File: src/rtl/pc_seq_pkg.sv
// Shared types and constants for the PC sequencer: FSM states, trap causes
// and the sequential PC increment.
package pc_seq_pkg;

    typedef enum logic [2:0] {
        IDLE,
        FETCH,
        EXEC,
        UPDATE,
        HALTED,
        TRAP
    } state_t;

    localparam logic [1:0] CAUSE_NONE     = 2'b00;
    localparam logic [1:0] CAUSE_MISALIGN = 2'b01;
    localparam logic [1:0] CAUSE_TIMEOUT  = 2'b10;

    localparam int PC_INCR = 4;

endpackage

File: src/rtl/pc_next_sel.sv
// Next-PC selection: sequential PC+4 or a taken branch target, plus the
// alignment check that only applies when the branch is actually taken.
module pc_next_sel
    import pc_seq_pkg::*;
#(
    parameter int XLEN = 64
) (
    input  logic [XLEN-1:0] pc,
    input  logic            branch,
    input  logic            zero,
    input  logic [XLEN-1:0] target,
    output logic [XLEN-1:0] pc_plus4,
    output logic [XLEN-1:0] next_pc,
    output logic            misaligned
);

    logic taken;

    assign pc_plus4   = pc + XLEN'(PC_INCR);
    assign taken      = branch & zero;
    assign next_pc    = taken ? target : pc_plus4;
    assign misaligned = taken && (target[1:0] != 2'b00);

endmodule

File: src/rtl/pc_sequencer.sv
// Multi-cycle sequencer owning the architectural PC: fetch handshake, execute
// wait, PC update, retire counting, and sticky traps on timeout/misalignment.
module pc_sequencer
    import pc_seq_pkg::*;
#(
    parameter int              XLEN          = 64,
    parameter logic [XLEN-1:0] RESET_PC      = '0,
    parameter int              FETCH_TIMEOUT = 16
) (
    input  logic            clk,
    input  logic            rst_n,
    output logic            imem_req,
    output logic [XLEN-1:0] imem_addr,
    input  logic            imem_ready,
    input  logic [31:0]     imem_rdata,
    output logic [31:0]     instr,
    output logic            instr_valid,
    input  logic            ex_done,
    input  logic            stall,
    input  logic            branch,
    input  logic            zero,
    input  logic [XLEN-1:0] target,
    input  logic            halt,
    output logic [XLEN-1:0] pc,
    output logic [XLEN-1:0] pc_plus4,
    output logic            trap,
    output logic [1:0]      trap_cause,
    output logic            halted,
    output logic [XLEN-1:0] retired
);

    localparam logic [7:0] CNT_LAST = 8'(FETCH_TIMEOUT - 1);

    state_t          state, state_next;
    logic [7:0]      fetch_cnt;
    logic            branch_q, zero_q;
    logic [XLEN-1:0] target_q;
    logic [XLEN-1:0] next_pc;
    logic            misaligned;
    logic            fetch_expired;
    logic            ex_accept;

    assign fetch_expired = (state == FETCH) && !imem_ready && (fetch_cnt == CNT_LAST);
    assign ex_accept     = ex_done && !stall;

    assign imem_req    = (state == FETCH);
    assign imem_addr   = pc;
    assign instr_valid = (state == EXEC);
    assign halted      = (state == HALTED);

    // Branch inputs are captured at ex_done acceptance so UPDATE sees a stable decision.
    pc_next_sel #(.XLEN(XLEN)) u_next_sel (
        .pc         (pc),
        .branch     (branch_q),
        .zero       (zero_q),
        .target     (target_q),
        .pc_plus4   (pc_plus4),
        .next_pc    (next_pc),
        .misaligned (misaligned)
    );

    // NOTE: sequential state uses non-blocking assignments so every register
    // samples pre-edge values regardless of process evaluation order.
    always_ff @(posedge clk) begin
        if (!rst_n) state <= IDLE;
        else        state <= state_next;
    end

    // NOTE: the default assignment first keeps this block free of inferred latches.
    always_comb begin
        state_next = state;
        case (state)
            IDLE:   state_next = FETCH;
            FETCH: begin
                if (imem_ready)         state_next = EXEC;
                else if (fetch_expired) state_next = TRAP;
            end
            EXEC:   if (ex_accept) state_next = UPDATE;
            UPDATE: begin
                if (misaligned) state_next = TRAP;
                else if (halt)  state_next = HALTED;
                else            state_next = FETCH;
            end
            default: state_next = state;
        endcase
    end

    always_ff @(posedge clk) begin
        if (!rst_n) begin
            pc         <= RESET_PC;
            instr      <= '0;
            retired    <= '0;
            trap       <= 1'b0;
            trap_cause <= CAUSE_NONE;
            fetch_cnt  <= '0;
            branch_q   <= 1'b0;
            zero_q     <= 1'b0;
            target_q   <= '0;
        end else begin
            case (state)
                FETCH: begin
                    if (imem_ready) begin
                        instr     <= imem_rdata;
                        fetch_cnt <= '0;
                    end else if (fetch_expired) begin
                        trap       <= 1'b1;
                        trap_cause <= CAUSE_TIMEOUT;
                    end else begin
                        fetch_cnt <= fetch_cnt + 8'd1;
                    end
                end
                EXEC: begin
                    if (ex_accept) begin
                        branch_q <= branch;
                        zero_q   <= zero;
                        target_q <= target;
                    end
                end
                UPDATE: begin
                    if (misaligned) begin
                        trap       <= 1'b1;
                        trap_cause <= CAUSE_MISALIGN;
                    end else begin
                        pc      <= next_pc;
                        retired <= retired + XLEN'(1);
                    end
                end
                default: ;
            endcase
        end
    end

endmodule

File: config.mk
export PLATFORM = sky130hd
export DESIGN_NAME = pc_sequencer
export DESIGN_NICKNAME = d
export VERILOG_FILES = /design/src/rtl/pc_seq_pkg.sv /design/src/rtl/pc_next_sel.sv /design/src/rtl/pc_sequencer.sv
export SDC_FILE = /design/constraint.sdc
export NUM_CORES = 1
export LEC_CHECK = 0
export BUFFER_PORTS_ARGS = -buffer_cell sky130_fd_sc_hd__buf_4
export CAP_MARGIN = 20
export CELL_PAD_IN_SITES_DETAIL_PLACEMENT = 0
export CELL_PAD_IN_SITES_GLOBAL_PLACEMENT = 1
export CORE_ASPECT_RATIO = 0.6
export CORE_MARGIN = 4
export CORE_UTILIZATION = 37
export CTS_CLUSTER_SIZE = 40
export DETAILED_ROUTE_END_ITERATION = 10
export GPL_TIMING_DRIVEN = 0
export PLACE_DENSITY_LB_ADDON = 0.1
export REMOVE_ABC_BUFFERS = 1
export SYNTH_ARGS = -nofsm -noshare
export SYNTH_HDL_FRONTEND = slang
export SYNTH_SLANG_ARGS = --single-unit
File: constraint.sdc
create_clock -name clk -period 3 [get_ports clk]
set_clock_uncertainty 0.2 [all_clocks]
set_input_delay 0.3 -clock clk [delete_from_list [all_inputs] [get_ports clk]]
set_output_delay 0.3 -clock clk [all_outputs]
set_load 0.1 [all_outputs]
==> summary.txt, run 1 <==
Synthesis
  – Synth Flop Type: dfxtp_1
  – Synth Area in Adders: 0.003018
  – Post-synthesis xor/xnor area fraction: 0.06046
  – Yosys reg bits: 240
  – Seq/Total Area, Yosys: 0.3863
  – Yosys warnings: 0
  – Mux cell area share after synthesis: 0.01378
  – Largest family of logic cells by synthesized area: simple AND/OR/NAND/NOR gates
  – Post-synthesis cell type count: 81
  – Post-Synth Simple-Gate Area: 0.2839
  – Post-Syn Area per Cell: 7.962 um^2
  – Mapped cell area: 12440 um^2
  – Syn Inst Count: 1562
  – Compound-Gate Fraction of Synth Area: 0.1632
  – FFs w/ async S/R, synth: 0
  – Number of flops mapped to enable cells by yosys: 0

Clocking
  – CTS Root Cell: clkbuf_16
  – CTS buffer count: 24
  – Clock sinks: 240
  – Clk Latency, worst-skew pair: 0.53 ns
  – Clk pin slew, worst setup/hold paths: 0.07 ns
  – CTS tree: done
  – H-tree depth: 1
  – CTS Buffer Depth: 3

Floorplanning
  – Die Width: 244.7 um
  – I/O Pins: 398
  – Die ar.: 36710 um^2
  – Core Area: 32800 um^2
  – Initial Util: 0.3792
  – Die height: 150.0 um
  – Rows: 51

Power
  – Pwr dens: 387.6 nW/um^2
  – VDD IR max: 407.6 uV
  – Internal: 5.307 mW
  – Clock Power Share: 0.414
  – Switching Power: 2.088 mW
  – Logic pwr share: 0.145
  – Total Power: 7.395 mW
  – P_leak: 7.946 nW
  – Switch share: 0.2823
  – Part of the power in registers: 0.441

Placed design
  – Placer Congestion: 0.8049
  – Cell Count Post-Placement: 2236
  – Port Buffers: 397
  – Dpl hpwl: 31.90 mm

GRT
  – GRT overflow: 0
  – Largest net degree at the start of global routing: 147
  – Vias in the first global route: 12510
  – Global-route wire length before repair: 73.12 mm
  – GRT Overall Usage: 0.2479
  – Initial antenna violation count: 2

Timing
  – Period utilisation layout: 1.067
  – Slew Limit Fails: 0
  – Final worst-path setup slack: -0.2010 ns
  – Setup TNS: -0.9626 ns
  – Slew margin rel.: 0.2783
  – Setup violators final: 13
  – RSZ-0062 raised after global routing: true
  – Max Fclk: 0.3124 GHz
  – Least-Margin Pin Slew: 1.079 ns
  – Tmin final: 3.201 ns
  – Final Hold Fails: 0

Detailed routing
  – DR iter-0 viols: 950
  – Initial DRT Pass Iterations: 5
  – Vias per cell: 5.367
  – Drt drc: 0
  – Final WL: 48.80 mm
  – Antenna viol nets, final: 0
  – Average wire per standard cell: 19.51 um
  – Detailed-route via count: 13420

Final layout
  – Nets: 2140
  – Area grow syn2layout: 53.40%
  – Final core utilization: 0.5817
  – Share of cells above drive strength 1: 0.3493
  – Final Non-Filler Cells: 2501

Job
  – Maximum Capacitance Violations: 0

Run status
  – Status: finished, violations left
  – Failing checks: negative setup slack

Worst setup path
  – Critical Path RT: 2.50 ns
  – CP startpoint kind: register
  – Crit Path Max Fanout: 9
  – Setup CP Type: reg -> out
  – WP data arrival: 2.70 ns
  – Worst Setup End Kind: primary output

Worst hold path
  – Worst Hold Class: in -> reg
==> area by class of cell <==
cell class | count | area [um^2]
Fill cell | 2994 | 13720
Multi-Input combinational cell | 1118 | 7167
Timing Repair Buffer | 629 | 5518
Sequential cell | 240 | 4971
Clock buffer | 38 | 724.4
Tap cell | 450 | 563.0
Inverter | 20 | 82.58
Clock inverter | 5 | 50.05
Antenna cell | 1 | 2.502
==> metrics by stage <==
| stage | hold slack [ns] | instance area [um^2] | setup slack [ns] |
|---|---|---|---|
| after global routing | 0.04412 | 19080 | -0.2895 |
| after CTS | 0.04054 | 18330 | -0.2166 |
| after detailed placement | 0.2469 | 15290 | -1.100 |
| final | 0.05001 | 19080 | -0.2010 |
| after floorplan | 0.2138 | 11400 | -2.959 |
| after global placement | 0.2430 | 14940 | -7.952 |
==> worst max-delay path, cell delays in order (launching register included) <==
cell     delay, ns
dfxtp_2       0.45
nand3_2       0.21
or4_4         0.61
or4_4         0.48
xnor2_4       0.21
buf_12        0.20
==> placed cells by master (no fill, tap or decap), types with 17 or more instances in the layout <==
cell / instances
dfxtp_4: 39
xor2_1: 18
nor4_4: 17
clkbuf_16: 25
nand3_1: 45
nor3_1: 30
buf_4: 456
a22oi_1: 34
nand2_1: 302
o21ai_0: 23
or4_1: 17
or3_1: 20
dlygate4sd3_1: 100
nor2_1: 75
a21oi_1: 131
nand4_1: 71
buf_6: 42
xnor2_1: 46
and3_1: 25
dfxtp_1: 185
inv_1: 19
==> cells in the mapped netlist (all sizes together), types with 5 or more instances <==
cell type	count	share of area
nand2	306	0.092
dfxtp	240	0.39
a21oi	132	0.053
buf	93	0.054
clkbuf	92	0.028
nor2	82	0.025
nand4	72	0.039
xnor2	64	0.046
nand3	56	0.024
nor3	39	0.019
a22oi	34	0.021
nor4	32	0.021
and3	26	0.013
o21ai	23	0.0093
xor2	21	0.015
inv	20	0.0060
or3	20	0.010
or4	20	0.013
mux2i	16	0.013
o2bb2ai	16	0.011
nand2b	15	0.0075
o211ai	13	0.0078
o31ai	10	0.0060
a31oi	9	0.0045
o311ai	9	0.0063
a21o	8	0.0048
o41ai	8	0.0056
and4	7	0.0050
o21bai	6	0.0036
or2	6	0.0030
and2	5	0.0025
==> cells by family after synthesis <==
| logic type | Yosys count |
|---|---|
| buffers and inverters | 206 |
| DFF | 240 |
| and+or+nand+nor | 702 |
| muxes | 17 |
| AOI/OAI and AO/OA | 309 |
| xor gates and xnor gates | 85 |
| adders and majority gates | 3 |
==> power groups by stage <==
stage,Clock [mW],Combinational (mW),Sequential (mW)
6_report,3.06,1.07,3.26
3_5_place_dp,0,0.942,3.37
2_1_floorplan,0,0.282,3.67
4_1_cts,3.14,1.06,3.27
3_3_place_gp,0,0.901,3.37
5_1_grt,3.28,1.13,3.27
==> sequential cells by signal, summed over array words and instances (netlist names) <==
| register | cells |
|---|---|
| branch_q | 1 |
| trap_cause | 2 |
| zero_q | 1 |
| state | 3 |
| target_q | 64 |
| imem_addr | 64 |
| trap | 1 |
| instr | 32 |
| fetch_cnt | 8 |
| retired | 64 |
==> worst paths after layout <==
kind,end,cells after the start,startpoint,slack (ns)
max,pc_plus4[48],5,imem_addr[27],-0.20
min reg2reg,target_q[16],2,target_q[16],0.26
max reg2reg,imem_addr[41],8,state[1],0.18
min,target_q[7],5,ex_done,0.05
==> repair_timing <==
action / CTS / global route
gates resized for setup: 175 / 99
hold buffers: 100 / 0
setup endpoints to repair: 116 / 112
buffers inserted: 80 / 38
pin swaps: 50 / 51
hold endpoints to repair: 103 / 0
gates cloned: 3 / 1
==> metal layers <==
layer / global-route usage / part of all wire / wire [um]
met5: 0 / 0 / 0
met4: 0.05415 / 0.019 / 940
met3: 0.05176 / 0.068 / 3327
met2: 0.3908 / 0.46 / 22310
met1: 0.3512 / 0.46 / 22210
No activity file was read; power rests on OpenSTA's default activity.
==> run 2, diff against run 1 <==
GPL_TIMING_DRIVEN = unset   (was 0)
clock period = 3.6 ns   (was 3 ns; I/O delays follow)
==> summary.txt, run 2 (synthesis gave the netlist of run 1 again) <==
Timing
  – Final Hold Fails: 0 (unchanged)
  – Slew margin rel.: 0.4267 (+0.1484)
  – Setup violators final: 0 (-13)
  – Max Fclk: 0.2851 GHz
  – Period utilisation layout: 0.9742
  – Setup TNS: 0 ns (+0.9626 ns)
  – Tmin final: 3.507 ns
  – Least-Margin Pin Slew: 0.8600 ns (-0.2191 ns)
  – Slew Limit Fails: 0 (unchanged)
  – RSZ-0062 raised after global routing: false

Final layout
  – Nets: 2061 (-3.7%)
  – Area grow syn2layout: 39.72%
  – Most frequent cells in the layout: buf_4, nand2_1, dfxtp_1
  – Design area: 17380 um^2 (-8.9%)
  – ANT cells: 0 (-1)
  – Share of cells above drive strength 1: 0.2764 (-0.07290)
  – FILL cells: 3179 (+6.2%)
  – Most common cell after layout, fill and taps aside: buf_4

Job
  – Maximum Capacitance Violations: 0 (unchanged)

Detailed routing
  – Vias per cell: 5.329 (-0.71%)
  – DR iter-0 viols: 980 (+3.2%)
  – Detailed-route via count: 12910 (-3.8%)
  – Drt drc: 0 (unchanged)
  – Average wire per standard cell: 19.35 um (-0.81%)
  – Initial DRT Pass Iterations: 5 (unchanged)
  – Final WL: 46.87 mm (-3.9%)
  – Antenna viol nets, final: 0 (unchanged)

GRT
  – Vias in the first global route: 11990 (-4.2%)
  – Initial antenna violation count: 0 (-2)
  – Largest net degree at the start of global routing: 166 (+13%)
  – Global-route wire length before repair: 71.47 mm (-2.3%)
  – GRT Overall Usage: 0.2417 (-0.006239)
  – GRT overflow: 0 (unchanged)

Worst setup path
  – Crit Path Max Fanout: 9 (unchanged)
  – Most used cell, CP: or4_4
  – Worst Setup End Kind: primary output
  – Setup CP Type: reg -> out
  – CP max stage delay: 0.60 ns (about the same)
  – Slowest CP cell: or4_4
  – Top cell family by delay on the critical path: simple AND/OR/NAND/NOR gates
  – R2R depth: 7 (-1)
  – CP cell instances: nand4_4 > or4_4 > or4_4 > xnor2_4 > buf_12
  – CP startpoint kind: register
  – WP data arrival: 2.95 ns (+0.25 ns)
  – Worst path depth: 5 (unchanged)
  – Critical Path RT: 3.04 ns (+0.54 ns)
  – Bufs and invs on worst path: 1 (unchanged)

Power
  – Part of the power in registers: 0.426 (-0.015)
  – Internal: 4.653 mW (-12%)
  – Logic pwr share: 0.134 (-0.011)
  – Switch share: 0.2788 (-0.003508)
  – VDD IR max: 359.1 uV (-12%)
  – Switching Power: 1.799 mW (-14%)
  – Pwr dens: 371.3 nW/um^2 (-4.2%)
  – P_leak: 7.024 nW (-12%)
  – Clock Power Share: 0.440 (+0.026)

Clocking
  – CTS tree: done
  – CTS buffer count: 26 (+8.3%)
  – H-tree depth: 1 (unchanged)
  – Clock sinks: 240 (unchanged)
  – CTS Buffer Depth: 3 (unchanged)
  – Clk Latency, worst-skew pair: 0.55 ns (+0.02 ns)
  – Clk pin slew, worst setup/hold paths: 0.07 ns (about the same)
  – CTS Root Cell: clkbuf_16

Floorplanning
  – Die Width: 244.7 um (unchanged)
  – Initial Util: 0.3792 (unchanged)
  – I/O Pins: 398 (unchanged)
  – Rows: 51 (unchanged)
  – Core Area: 32800 um^2 (unchanged)
  – Die height: 150.0 um (unchanged)
  – Die ar.: 36710 um^2 (unchanged)

Worst hold path
  – Hold-critical path depth: 5 (unchanged)
  – Worst Hold Class: in -> reg

Placed design
  – Dpl hpwl: 33.40 mm (+4.7%)
  – Port Buffers: 397 (unchanged)
  – Total placed instance area: 15360 um^2 (+0.50%)
  – Placer Congestion: 0.8855 (+10%)

Run status
  – Status: completed
[run 2: power by group through the flow]
stage | Combinational (mW) | Clock (mW) | Sequential (mW)
floorplan | 0.235 | 0 | 3.05
global placement | 0.765 | 0 | 2.80
detailed placement | 0.769 | 0 | 2.81
CTS | 0.862 | 2.90 | 2.75
global route | 0.909 | 3.01 | 2.76
finish | 0.861 | 2.84 | 2.75
[run 2: timing repair]
item	in CTS	in global routing
hold endpoints to repair	108	0
resized for setup	6	24
pin swaps	1	6
endpoints found under the setup margin	5	9
setup buffers	0	3
hold buffers	101	0
[run 2: layout make-up]
| cell class | count | area, um^2 | share of cell area |
|---|---|---|---|
| multi-input combinational | 1116 | 6599 | 0.3798 |
| sequential | 240 | 4828 | 0.2779 |
| timing repair buffer | 550 | 4418 | 0.2542 |
| clock buffer | 38 | 755.7 | 0.04349 |
| tap | 450 | 563.0 | 0.03240 |
| clock inverter | 8 | 132.6 | 0.007632 |
| inverter | 20 | 80.08 | 0.004608 |
[run 2: through the flow]
step / total power [mW] / setup WS, ns / hold WS [ns] / cells / utilization
final: 6.452 / 0.09277 / 0.09968 / 2422 / 0.5298
after global routing: 6.677 / 0.006090 / 0.1214 / 2422 / 0.5298
after detailed placement: 3.577 / 0.5120 / 0.2466 / 2272 / 0.4684
after global placement: 3.570 / 0.5321 / 0.2419 / 2272 / 0.4684
after floorplan: 3.290 / -2.419 / 0.2255 / 1376 / -
after CTS: 6.510 / 0.0007103 / 0.06858 / 2419 / 0.5270
[run 2: worst min-delay path, delay by kind of cell]
kind	cells	cell delay [ns]
AOI/OAI and AO/OA	3	0.26
and+or+nand+nor	1	0.10
buffers and inverters	1	0.08
[run 2: per-layer routing]
metal | routed length [um] | GRT usage | share of wire
met3 | 3131 | 0.04477 | 0.067
met4 | 1227 | 0.05814 | 0.026
met1 | 21990 | 0.3551 | 0.47
met2 | 20520 | 0.3666 | 0.44
met5 | 0 | 0 | 0
[run 2: worst paths after layout]
check	endpoint	slack, ns	from
max reg2reg	retired[39]	0.91	state[1]
min reg2reg	instr[11]	0.25	instr[11]
max	pc_plus4[48]	0.09	imem_addr[22]
min	state[0]	0.1	stall
==> run 3, diff against run 2 <==
CORE_UTILIZATION = 36   (was 37)
SYNTH_HIERARCHICAL = 1   (was unset)
==> summary.txt, run 3 <==
Run status
  – Status: completed

Worst hold path
  – Hold-critical path depth: 4 (-1)
  – Worst Hold Class: in -> reg
  – Hold EP: state[2]
  – Hold Startpoint: imem_ready

Worst setup path
  – Bufs and invs on worst path: 2 (+1)
  – CP cell instances: nand4_2 > nor4_4 > buf_4 > nand4_2 > or3_1 > nand2_1 > buf_4
  – CP max stage delay: 0.50 ns (-0.10 ns)
  – Slowest CP cell: dfxtp_1
  – RR Startpoint: state[1]
  – Critical Path RT: 3.04 ns (about the same)
  – WP data arrival: 2.89 ns (-0.06 ns)
  – Reg-to-Reg End: retired[59]
  – Worst Setup End Kind: primary output
  – R2R depth: 8 (+1)
  – Top cell family by delay on the critical path: simple AND/OR/NAND/NOR gates
  – Worst R2R Setup Slack: 0.87 ns (-0.04 ns)
  – CP startpoint kind: register
  – Crit Path Max Fanout: 8 (-1)
  – Setup CP Type: reg -> out

Clocking
  – CTS Buffer Depth: 3 (unchanged)
  – CTS buffer count: 25 (-3.8%)
  – CTS tree: done
  – Clk Latency, worst-skew pair: 0.53 ns (-0.02 ns)
  – Clk pin slew, worst setup/hold paths: 0.07 ns (about the same)
  – H-tree depth: 1 (unchanged)
  – Clock sinks: 240 (unchanged)
  – CTS Root Cell: clkbuf_16

Detailed routing
  – Detailed-route via count: 12280 (-4.8%)
  – DR iter-0 viols: 691 (-29%)
  – Average wire per standard cell: 17.46 um (-9.8%)
  – Final WL: 42.58 mm (-9.2%)
  – Antenna viol nets, final: 0 (unchanged)
  – Initial DRT Pass Iterations: 5 (unchanged)
  – Drt drc: 0 (unchanged)
  – Vias per cell: 5.038 (-5.5%)

Power
  – P_leak: 6.897 nW (-1.8%)
  – Internal: 4.476 mW (-3.8%)
  – VDD IR max: 291.8 uV (-19%)
  – Pwr dens: 365.8 nW/um^2 (-1.5%)
  – Part of the power in registers: 0.443 (+0.017)
  – Total Power: 6.219 mW (-3.6%)
  – Logic pwr share: 0.139 (+0.005)
  – Switch share: 0.2803 (+0.001431)
  – Switching Power: 1.743 mW (-3.1%)
  – Clock Power Share: 0.417 (-0.023)

Synthesis
  – Seq/Total Area, Yosys: 0.4007 (+0.01435)
  – Post-synth top area share: 0.4007 (+0.01435)
  – Post-synthesis cell type count: 58 (-28%)
  – Post-Syn Area per Cell: 7.731 um^2 (-2.9%)
  – Yosys reg bits: 240 (unchanged)
  – Post-synth top cells: nand2_1, dfxtp_1, a21oi_1
  – Synth area leaders: dfxtp_1, nand2_1, a21oi_1
  – Number of flops mapped to enable cells by yosys: 0 (unchanged)
  – Yosys warnings: 6 (+6)
  – Synth Flop Type: dfxtp_1
  – Mapped cell area: 11990 um^2 (-3.6%)
  – Dominant cell type by area after synthesis: dfxtp_1
  – Cell with the most instances after synthesis: nand2_1
  – Syn Inst Count: 1551 (-0.70%)
  – FFs w/ async S/R, synth: 0 (unchanged)

Floorplanning
  – Die height: 149.4 um (-0.43%)
  – Initial Util: 0.3678 (-0.01143)
  – Core Area: 32610 um^2 (-0.58%)
  – Die ar.: 36390 um^2 (-0.87%)
  – I/O Pins: 398 (unchanged)
  – Rows: 51 (unchanged)
  – Die Width: 243.6 um (-0.44%)

Timing
  – Period utilisation layout: 0.9594 (-0.01486)
  – Setup violators final: 0 (unchanged)
  – Final Hold Fails: 0 (unchanged)
  – RSZ-0062 raised after global routing: false
  – Tmin final: 3.454 ns (-0.05348 ns)
  – Final worst-path setup slack: 0.1463 ns (+0.05348 ns)
  – Least-Margin Pin Slew: 0.8756 ns (+0.01561 ns)
  – Max Fclk: 0.2895 GHz (+1.5%)
  – Slew margin rel.: 0.4163 (-0.01041)
  – Slew Limit Fails: 0 (unchanged)

Placed design
  – Total placed instance area: 15070 um^2 (-1.9%)
  – Dpl hpwl: 29.41 mm (-12%)
  – Port Buffers: 397 (unchanged)
  – Place WS: 0.2618 ns (-0.2502 ns)
  – Placer Congestion: 0.8494 (-4.1%)

Job
  – Maximum Capacitance Violations: 0 (unchanged)

GRT
  – Initial antenna violation count: 1 (+1)
  – GRT Overall Usage: 0.2215 (-0.02016)
  – Largest net degree at the start of global routing: 93 (-44%)
  – Vias in the first global route: 11380 (-5.1%)
  – Global-route wire length before repair: 65.65 mm (-8.1%)
  – GRT overflow: 0 (unchanged)

Final layout
  – FILL cells: 3161 (-0.57%)
  – Nets: 2076 (+0.73%)
  – Most frequent cells in the layout: buf_4, nand2_1, dfxtp_1
  – Area grow syn2layout: 41.79%
  – Share of cells above drive strength 1: 0.2884 (+0.01201)
  – Most common cell after layout, fill and taps aside: buf_4
  – Final core utilization: 0.5214 (-0.008363)
  – Design area: 17000 um^2 (-2.2%)
[run 3: cell count changes in the layout (fill, tap and decap cells not counted), sizes merged, moves of 26 or more]
cell,previous run,this run
nand2,306,391
a21oi,132,211
mux2,1,48
a22oi,34,1
o21ai,23,50
or3,20,46
[run 3: logic make-up after synthesis]
group,after synthesis,synth area share
AND/OR/NAND/NOR,725,0.2938
multiplexers,49,0.04591
AO/OA/AOI/OAI,296,0.1311
XOR/XNOR,70,0.05175
flip-flops,240,0.4007
adder cells (fa/ha/maj),3,0.003131
buffers and inverters,168,0.07366
[run 3: how the worst max path moves through the flow]
stage | startpoint | endpoint | slack [ns] | cells after the start
3_5_place_dp | imem_addr[2] | pc_plus4[46] | 0.26 | 8
3_3_place_gp | imem_addr[2] | pc_plus4[46] | 0.38 | 8
2_1_floorplan | zero_q | retired[59] | -3.36 | 7
4_1_cts | imem_addr[15] | pc_plus4[59] | 0.02 | 6
6_report | imem_addr[26] | pc_plus4[59] | 0.15 | 7
5_1_grt | imem_addr[27] | pc_plus4[57] | 0.0009 | 7
[run 3: layout make-up]
cell class | count | area (um^2) | share of cell area
antenna | 1 | 2.502 | 0.0001472
clock buffer | 36 | 737.0 | 0.04334
clock inverter | 9 | 70.07 | 0.004121
inverter | 23 | 91.34 | 0.005372
multi-input combinational | 1143 | 6402 | 0.3766
sequential | 240 | 4807 | 0.2827
tap | 450 | 563.0 | 0.03311
timing repair buffer | 536 | 4329 | 0.2546
[run 3: tightest hold or removal path, cell delays in order]
cell       delay [ns]
buf_4            0.11
a2111oi_2        0.06
nor2_1           0.11
o21a_1           0.11
[run 3: stage by stage]
stage	TNS (ns)	hold WS, ns	cells
final	0	0.04301	2438
after detailed placement	0	0.2468	2282
after floorplan	-430.43	0.2338	1406
after global routing	0	0.06308	2438
after CTS	0	0.01171	2427
after global placement	0	0.2420	2281
[run 3: what timing repair did]
| item | CTS | global route |
|---|---|---|
| endpoints found under the hold margin | 104 | 0 |
| setup buffers | 1 | 10 |
| setup endpoints to repair | 15 | 20 |
| pin swaps | 2 | 7 |
| resized for setup | 3 | 7 |
| hold buffers | 99 | 0 |
[run 3: routing by layer]
layer  vias to the layer above  part of all wire  wire (um)  GRT usage
li1                       6126                 -          -          -
met1                      5769              0.46      19620     0.3092
met2                       337              0.45      18960     0.3466
met3                        50             0.071       3016    0.05712
met4                         0             0.023        981    0.05044
met5                         -                 0          0          0
[run 3: power by group through the flow]
stage | Sequential (mW) | Clock [mW] | Combinational (mW)
finish | 2.76 | 2.60 | 0.866
global route | 2.76 | 2.78 | 0.919
floorplan | 3.08 | 0 | 0.239
global placement | 2.81 | 0 | 0.773
CTS | 2.76 | 2.68 | 0.870
detailed placement | 2.82 | 0 | 0.779
